File: src/rtl/hrange_pkg.sv
// hrange_pkg: shared definitions for the hrange_lanes range generator.
//   state_t : generator state (DONE = exhausted/idle, RUN = emitting beats)
//   EXT     : guard bits added above WIDTH for all range arithmetic, so that
//             base + k*step and i0 + LANES*step never wrap into a false
//             in-range value (LANES <= 8 needs at most 4 extra bits).
package hrange_pkg;

    localparam int EXT = 4;

    typedef enum logic {
        DONE = 1'b0,
        RUN  = 1'b1
    } state_t;

endpackage

File: src/rtl/hrange_lane.sv
// hrange_lane: one lane of the range generator.
// Computes val = base_i + K*step_i in WIDTH+EXT signed arithmetic and flags
// whether it lies strictly inside the range bounded by limit_i in the
// direction of step_i.
//   base_i  : sign-extended first element of the beat
//   step_i  : sign-extended stride
//   limit_i : sign-extended exclusive bound
//   val_o   : lane value truncated to WIDTH, forced to 0 when out of range
//   ok_o    : lane value is in range
module hrange_lane
    import hrange_pkg::*;
#(
    parameter int WIDTH = 32,
    parameter int K     = 0
) (
    input  logic signed [WIDTH+EXT-1:0] base_i,
    input  logic signed [WIDTH+EXT-1:0] step_i,
    input  logic signed [WIDTH+EXT-1:0] limit_i,
    output logic        [WIDTH-1:0]     val_o,
    output logic                        ok_o
);

    localparam int XW = WIDTH + EXT;
    localparam logic signed [XW-1:0] KX = XW'(K);

    logic signed [XW-1:0] val;
    logic                 in_bound;
    logic                 fits;

    assign val = base_i + step_i * KX;

    // Direction taken from the stride's sign bit; a zero stride is never in range.
    always_comb begin
        in_bound = 1'b0;
        if (|step_i) begin
            if (step_i[XW-1]) begin
                in_bound = (val > limit_i);
            end else begin
                in_bound = (val < limit_i);
            end
        end
    end

    // Guard bits must be a pure sign extension for the value to be emitted.
    assign fits  = (&val[XW-1:WIDTH-1]) || !(|val[XW-1:WIDTH-1]);
    assign ok_o  = in_bound && fits;
    assign val_o = ok_o ? val[WIDTH-1:0] : '0;

endmodule

File: src/rtl/hrange_lanes.sv
// hrange_lanes: multi-lane arithmetic range generator.
// Emits base, base+step, ... while the element is below limit (step > 0) or
// above limit (step < 0), packing LANES consecutive elements into each beat
// over a valid/ready handshake.
//   _clock  : rising-edge clock
//   _reset  : synchronous active-low reset
//   _start  : one-cycle pulse capturing base/limit/step (restarts when busy)
//   base    : signed first element
//   limit   : signed exclusive bound
//   step    : signed stride
//   _ready  : consumer accepts the current beat
//   _valid  : _out/_mask hold a beat
//   _out    : lane k in bits [k*WIDTH +: WIDTH]
//   _mask   : contiguous in-range lanes starting at lane 0
//   _done   : generator exhausted and idle
module hrange_lanes
    import hrange_pkg::*;
#(
    parameter int WIDTH = 32,
    parameter int LANES = 2
) (
    input  logic                     _clock,
    input  logic                     _reset,
    input  logic                     _start,
    input  logic signed [WIDTH-1:0]  base,
    input  logic signed [WIDTH-1:0]  limit,
    input  logic signed [WIDTH-1:0]  step,
    input  logic                     _ready,
    output logic                     _valid,
    output logic [LANES*WIDTH-1:0]   _out,
    output logic [LANES-1:0]         _mask,
    output logic                     _done
);

    localparam int XW = WIDTH + EXT;
    localparam logic signed [XW-1:0] LX = XW'(LANES);

    state_t                   state_q, state_d;
    logic signed [XW-1:0]     i0_q, i0_d;
    logic signed [XW-1:0]     step_q, step_d;
    logic signed [XW-1:0]     limit_q, limit_d;
    logic                     valid_q, valid_d;
    logic                     done_q, done_d;
    logic [LANES*WIDTH-1:0]   out_q, out_d;
    logic [LANES-1:0]         mask_q, mask_d;

    logic signed [XW-1:0]     base_x, step_x, limit_x;
    logic signed [XW-1:0]     src_base, src_step, src_limit;
    logic [LANES*WIDTH-1:0]   lane_val;
    logic [LANES-1:0]         lane_ok;
    logic                     advance;

    assign base_x  = {{EXT{base[WIDTH-1]}}, base};
    assign step_x  = {{EXT{step[WIDTH-1]}}, step};
    assign limit_x = {{EXT{limit[WIDTH-1]}}, limit};

    assign advance = (state_q == RUN) && valid_q && _ready;

    // Lanes always evaluate the beat that would be loaded next: the freshly
    // captured inputs on _start, otherwise the beat following the current one.
    assign src_base  = _start ? base_x  : (i0_q + step_q * LX);
    assign src_step  = _start ? step_x  : step_q;
    assign src_limit = _start ? limit_x : limit_q;

    for (genvar k = 0; k < LANES; k++) begin : g_lane
        hrange_lane #(
            .WIDTH (WIDTH),
            .K     (k)
        ) u_lane (
            .base_i  (src_base),
            .step_i  (src_step),
            .limit_i (src_limit),
            .val_o   (lane_val[k*WIDTH +: WIDTH]),
            .ok_o    (lane_ok[k])
        );
    end

    always_comb begin
        state_d = state_q;
        i0_d    = i0_q;
        step_d  = step_q;
        limit_d = limit_q;
        valid_d = valid_q;
        out_d   = out_q;
        mask_d  = mask_q;

        if (_start || advance) begin
            step_d  = src_step;
            limit_d = src_limit;
            // The sequence is monotonic, so lane 0 decides whether any beat remains.
            if (lane_ok[0]) begin
                state_d = RUN;
                i0_d    = src_base;
                valid_d = 1'b1;
                out_d   = lane_val;
                mask_d  = lane_ok;
            end else begin
                state_d = DONE;
                valid_d = 1'b0;
                out_d   = '0;
                mask_d  = '0;
            end
        end

        done_d = (state_d == DONE) && !valid_d;
    end

    always_ff @(posedge _clock) begin
        if (!_reset) begin
            state_q <= DONE;
            i0_q    <= '0;
            step_q  <= '0;
            limit_q <= '0;
            valid_q <= 1'b0;
            done_q  <= 1'b0;
            out_q   <= '0;
            mask_q  <= '0;
        end else begin
            state_q <= state_d;
            i0_q    <= i0_d;
            step_q  <= step_d;
            limit_q <= limit_d;
            valid_q <= valid_d;
            done_q  <= done_d;
            out_q   <= out_d;
            mask_q  <= mask_d;
        end
    end

    assign _valid = valid_q;
    assign _out   = out_q;
    assign _mask  = mask_q;
    assign _done  = done_q;

endmodule

File: config.mk
export PLATFORM = sky130hd
export DESIGN_NAME = hrange_lanes
export DESIGN_NICKNAME = d
export VERILOG_FILES = /design/src/rtl/hrange_pkg.sv /design/src/rtl/hrange_lane.sv /design/src/rtl/hrange_lanes.sv
export SDC_FILE = /design/constraint.sdc
export NUM_CORES = 1
export LEC_CHECK = 0
export CAP_MARGIN = 0
export CORE_ASPECT_RATIO = 1.25
export CORE_UTILIZATION = 45
export CTS_CLUSTER_SIZE = 28
export DETAILED_ROUTE_END_ITERATION = 8
export GPL_ROUTABILITY_DRIVEN = 1
export MAX_ROUTING_LAYER = met4
export PLACE_DENSITY = 0.68
export SLEW_MARGIN = 20
export SYNTH_ARGS = -nofsm -noshare
export SYNTH_HDL_FRONTEND = slang
export SYNTH_SLANG_ARGS = --single-unit
File: constraint.sdc
create_clock -name _clock -period 18.3 [get_ports _clock]
set_clock_uncertainty 0.15 [all_clocks]
set_input_delay 2.745 -clock _clock [delete_from_list [all_inputs] [get_ports _clock]]
set_output_delay 2.745 -clock _clock [all_outputs]
set_load 0.05 [all_outputs]
==> impl_metrics.json, run 1 <==
{
  "hold_depth": 2,
  "hp-class": "reg2reg",
  "cts_hold_buf": 0,
  "cts_tree": "done",
  "hold_viol_final": 0,
  "drc": 0,
  "relSlewSlack_pct": 34.13,
  "synth_warnings": 0,
  "place.gp.congestion": 0.9227,
  "syn_area_per_cell_sq_um": 8.436,
  "min_period_ns": 9.815,
  "ant_nets": 0,
  "leakage_nw": 6.278,
  "end_kind": "register",
  "timing.rr.end": "_out[50]",
  "async_flop_share_pct": 0,
  "cts_resized": 0,
  "rsz0062_at_grt": "false",
  "io_buffers": 167,
  "r2r_slack_ns": 9.88,
  "hold_slack_ns": 0.3007,
  "cp.arrival_ns": 10.06,
  "cts_sinks": 177,
  "utilization_pct": 55.75,
  "synthFlopType": "dfxtp_1",
  "timing.final.crit_share_pct": 53.63,
  "clock_latency_ns": 0.45,
  "seq_area_frac_synth_pct": 29.85,
  "netlist_area_sq_um": 11870,
  "vias": 10940,
  "num_rows": 66,
  "syn_to_final_growth_pct": 21.79,
  "maxCapViolCount": 0,
  "layout_commonest_cell": "dfxtp_1",
  "power_density_nw_per_um2": 83.78,
  "grt_pass1_vias": 10720,
  "cp_max_fo": 48,
  "worstHoldEndpoint": "_out[30]",
  "worstReg2RegStart": "i0_q[4]",
  "synth_edf_count": 0,
  "dieArea_sq_um": 27040,
  "first_iter_violations": 600,
  "slowest_stage": "buf_4",
  "ioPinCount": 168,
  "root_buffer": "clkbuf_16",
  "grt_max_degree": 86,
  "grtUsageTotal_pct": 28.44,
  "path_clk_slew_ns": 0.07,
  "yosys_register_bits": 177,
  "power_mw": 1.211,
  "syn_inst": 1407,
  "die_w_um": 147.3,
  "drt-pass1-iter-count": 5,
  "drive_above_1_share_pct": 5.736,
  "wl_per_cell_um": 19.51,
  "tns_ns": 0,
  "worst-setup-path-type": "in2reg",
  "start_util_pct": 45.78,
  "top_usage_layer": "met2",
  "antenna_found_initial": 0,
  "cts_setup_buffers": 0,
  "routed_via_density": 5.729,
  "required_ns": 18.54,
  "reg2regPathDepth": 36,
  "die_y_um": 183.6,
  "max_stage_delay_ns": 0.56,
  "ir_worst_vdd_mv": 0.06870,
  "outcome": "completed",
  "clock_path_buffers": 2,
  "core_sq_um": 25930,
  "grtUsageMet3_pct": 3.524,
  "cts_buffers": 17,
  "met1_usage_pct": 30.17,
  "wirelength_um": 37250,
  "grt_pass1_wl_um": 57230,
  "hold_start": "_out[30]",
  "worst_path_most_repeated_cell": "a21o_1",
  "syn-num-nets": 1649,
  "dp_hpwl_um": 29780,
  "start_kind": "input port",
  "setup_viol": 0,
  "use_met2_pct": 52.43,
  "insertedDiodeCount": 0,
  "overflow": 0,
  "placedCellCount": 1877,
  "fin_cells": 1909,
  "fin_nets": 1798,
  "final_cell_mix": "dfxtp_1 (177), clkdlybuf4s50_1 (166), a21oi_1 (157)",
  "fillerInstances": 2454,
  "htreeDepth": 4,
  "tightestPinTransition_ns": 0.9777,
  "fmax_mhz": 101.9,
  "slew_viol_final": 0,
  "synth_cell_types": 80
}
-- synthesized netlist by cell type (all sizes together), types with 14 or more instances --
library cell / n / area (sq um)
a22o: 30 / 262.8
xor2: 26 / 227.7
and2: 27 / 168.9
xnor2: 37 / 324.1
mux2: 20 / 229.0
nand2: 151 / 566.8
nand2b: 41 / 256.5
nand4: 22 / 137.6
a21oi: 157 / 785.8
a21o: 47 / 352.8
clkbuf: 36 / 135.1
nand3: 23 / 120.1
dfxtp: 177 / 3543
inv: 43 / 161.4
o21bai: 14 / 105.1
nor2: 102 / 382.9
ha: 140 / 1752
o21ai: 74 / 370.3
buf: 17 / 107.6
mux2i: 51 / 510.5
-- worst max path at each step --
| stage | start | to | depth (start not counted) |
|---|---|---|---|
| floorplan | _start | _out[37] | 31 |
| global placement | _start | _out[38] | 29 |
| detailed placement | _start | _out[41] | 29 |
| CTS | _start | _out[41] | 29 |
| global route | _start | _out[54] | 29 |
| finish | _start | _out[50] | 29 |
-- cell families (layout without fill, tap and decap cells) --
family	Yosys count	after routing	synth area share (%)
and+or+nand+nor	434	434	17.58
adders and majority gates	142	142	15.09
buffers and inverters	99	261	3.626
DFF	177	177	29.85
xor gates and xnor gates	63	63	4.648
muxes	71	71	6.230
AOI/OAI and AO/OA	421	421	22.97
-- through the flow --
stage               area, sq um  worst slack (ns)
finish                    14460             8.485
global route              14460             7.838
detailed placement        13860             8.077
global placement          13860             8.251
CTS                       14460             8.543
floorplan                 11870             8.990
-- worst max-delay path, delay by kind of cell --
kind	cells	cell delay, ns
buffers and inverters	4	1.57
AO/OA/AOI/OAI	15	3.52
adder cells (fa/ha/maj)	2	0.66
multiplexers	1	0.34
XOR/XNOR	1	0.22
AND/OR/NAND/NOR	6	0.95
-- final cells by class --
class	instances	area, sq um	area share [%]
Inverter	43	162.7	1.125
Sequential cell	177	3543	24.51
Multi-Input combinational cell	1131	7921	54.79
Clock buffer	17	425.4	2.943
Timing Repair Buffer	186	1812	12.53
Clock inverter	15	166.4	1.151
Tap cell	340	425.4	2.943
-- power breakdown --
part / internal, mW / switching (mW) / total (mW)
sequential: 0.406 / 0.0127 / 0.419
combinational: 0.174 / 0.250 / 0.424
clock: 0.183 / 0.185 / 0.369
total: 0.763 / 0.448 / 1.21
-- registers in the layout (all words and copies together) (netlist names) --
| name | flops |
|---|---|
| state_q | 1 |
| _mask | 2 |
| _out | 64 |
| step_q | 36 |
| _valid | 1 |
| _done | 1 |
| i0_q | 36 |
| limit_q | 36 |
-- routing by layer --
| metal | up-vias | share of wire (%) |
|---|---|---|
| li1 | 5402 | - |
| met1 | 5232 | 40 |
| met2 | 239 | 53 |
| met3 | 64 | 3.3 |
| met4 | 0 | 4.2 |
| met5 | - | 0 |
No activity file was read; power rests on OpenSTA's default activity.
==> run 2: changes to the inputs <==
PLACE_DENSITY = 0.7   (was 0.68)
clock period = 8.2 ns   (was 18.3 ns; I/O delays follow)
==> impl_metrics.json, run 2 (synthesis results as in run 1) <==
{
  "outcome": "completed",
  "tightestPinTransition_ns": 0.8660,
  "relSlewSlack_pct": 42.27,
  "swShare_pct": 34.06,
  "cts_sinks": 177,
  "num_rows": 66,
  "core_sq_um": 25930,
  "max_stage_delay_ns": 0.42,
  "start_kind": "register",
  "worst_path_most_repeated_cell": "a21o_1",
  "fmax_mhz": 128.9,
  "tns_ns": 0,
  "routed_via_density": 5.688,
  "wl_per_cell_um": 19.88,
  "grt_max_degree": 81,
  "ir_worst_vdd_mv": 0.1511,
  "cp_max_fo": 8,
  "hold_viol_final": 0,
  "clock_path_buffers": 2,
  "dp_hpwl_um": 30110,
  "pwr-share-clk_pct": 32.2,
  "critPathLaunch": "i0_q[4]",
  "internal-power_mw": 1.876,
  "dp_slack_ns": -0.04085,
  "power_density_nw_per_um2": 192.7,
  "hp-class": "reg2reg",
  "grtUsageTotal_pct": 28.78,
  "overflow": 0,
  "required_ns": 8.44,
  "place.gp.congestion": 0.9710,
  "layout_commonest_cell": "dfxtp_1",
  "switchingPower_mw": 0.9691,
  "clock_latency_ns": 0.45,
  "final-seq-area_sq_um": 3543,
  "maxCapViolCount": 0,
  "cp.arrival_ns": 7.99,
  "min_period_ns": 7.759,
  "io_buffers": 167,
  "grt_pass1_wl_um": 57660,
  "first_iter_violations": 471,
  "leakage_nw": 6.438,
  "root_buffer": "clkbuf_16",
  "worst-setup-path-type": "reg2reg",
  "grt_pass1_vias": 10830,
  "vias": 10990,
  "layout_setup_ws_ns": 0.4415,
  "seq_power_share_pct": 32.9,
  "final_cell_mix": "dfxtp_1 (177), clkdlybuf4s50_1 (166), a21oi_1 (155)",
  "start_util_pct": 45.78,
  "setup_viol": 0,
  "timing.final.crit_share_pct": 94.62,
  "multiInputGateArea_sq_um": 8000,
  "ant_nets": 0,
  "insertedDiodeCount": 0,
  "end_kind": "register",
  "cts_tree": "done",
  "syn_to_final_growth_pct": 24.37,
  "die_y_um": 183.6,
  "placedCellCount": 1899,
  "hold_slack_ns": 0.3022,
  "htreeDepth": 4,
  "dieArea_sq_um": 27040,
  "slowest_stage": "a2111o_1",
  "cts_buffers": 17,
  "utilization_pct": 56.93,
  "drt-pass1-iter-count": 5,
  "path_clk_slew_ns": 0.07,
  "fillerInstances": 2444,
  "hold_start": "_out[12]",
  "wirelength_um": 38400,
  "ioPinCount": 168,
  "fin_cells": 1932,
  "cts_hold_buf": 0,
  "drive_above_1_share_pct": 7.475,
  "pwr-share-comb_pct": 34.9,
  "die_w_um": 147.3,
  "slew_viol_final": 0,
  "drc": 0,
  "antenna_found_initial": 0,
  "fin_nets": 1824,
  "largest_reg_flops": 64,
  "worstReg2RegStart": "i0_q[4]"
}
[run 2: cell types whose count changed in the layout (fill, tap and decap cells not counted), sizes merged]
| cell | previous run | this run |
|---|---|---|
| buf | 20 | 43 |
| inv | 50 | 43 |
| bufinv | 0 | 5 |
| clkinv | 7 | 3 |
| and3 | 13 | 16 |
| clkbuf | 17 | 20 |
[run 2: power groups by stage]
stage	combinational, mW	sequential, mW	clock [mW]
floorplan	0.614	0.983	0
global placement	0.942	0.954	0
detailed placement	0.956	0.955	0
CTS	0.963	0.936	0.930
global route	1.09	0.940	0.961
finish	0.993	0.936	0.917
[run 2: worst max-delay path, delay by kind of cell (launching register included)]
| kind | cells | cell delay (ns) |
|---|---|---|
| compound gates | 22 | 4.62 |
| fa+ha+maj | 3 | 0.99 |
| simple gates | 7 | 0.98 |
| xor+xnor | 2 | 0.33 |
| flops | 1 | 0.32 |
| mux | 1 | 0.19 |
| buf+inv | 1 | 0.10 |
[run 2: worst paths after layout]
| check | slack (ns) | end | cells after the start |
|---|---|---|---|
| worst max-delay path | 0.44 | _out[45] | 36 |
| worst min-delay path | 0.30 | _out[12] | 2 |
| worst max register to register | 0.44 | _out[45] | 36 |
| worst min register to register | 0.30 | _out[12] | 2 |
[run 2: cell type report]
cell class                      count  area share [%]
Clock buffer                       20           3.161
Clock inverter                      9           1.220
Inverter                           43           1.102
Multi-Input combinational cell   1134           54.19
Sequential cell                   177           24.00
Tap cell                          340           2.882
Timing Repair Buffer              209           13.44
[run 2: routing by layer]
layer / vias to the layer above / global-route usage, % / wire [um]
met5: - / - / 0
met4: 0 / 19.67 / 2567
met3: 106 / 3.573 / 1528
met2: 319 / 51.55 / 19460
met1: 5117 / 29.25 / 14840
li1: 5447 / - / -
[run 2: repair_timing]
action | in CTS | in global routing
buffers inserted | 0 | 1
gates cloned | 0 | 3
pin swaps | 0 | 1
endpoints found under the setup margin | 30 | 33
gates resized for setup | 1 | 15
[run 2: metrics by stage]
step / total power, mW / instance area [sq um]
6_report: 2.846 / 14760
5_1_grt: 2.990 / 14760
4_1_cts: 2.829 / 14680
3_5_place_dp: 1.911 / 14030
3_3_place_gp: 1.896 / 14030
2_1_floorplan: 1.597 / 11870
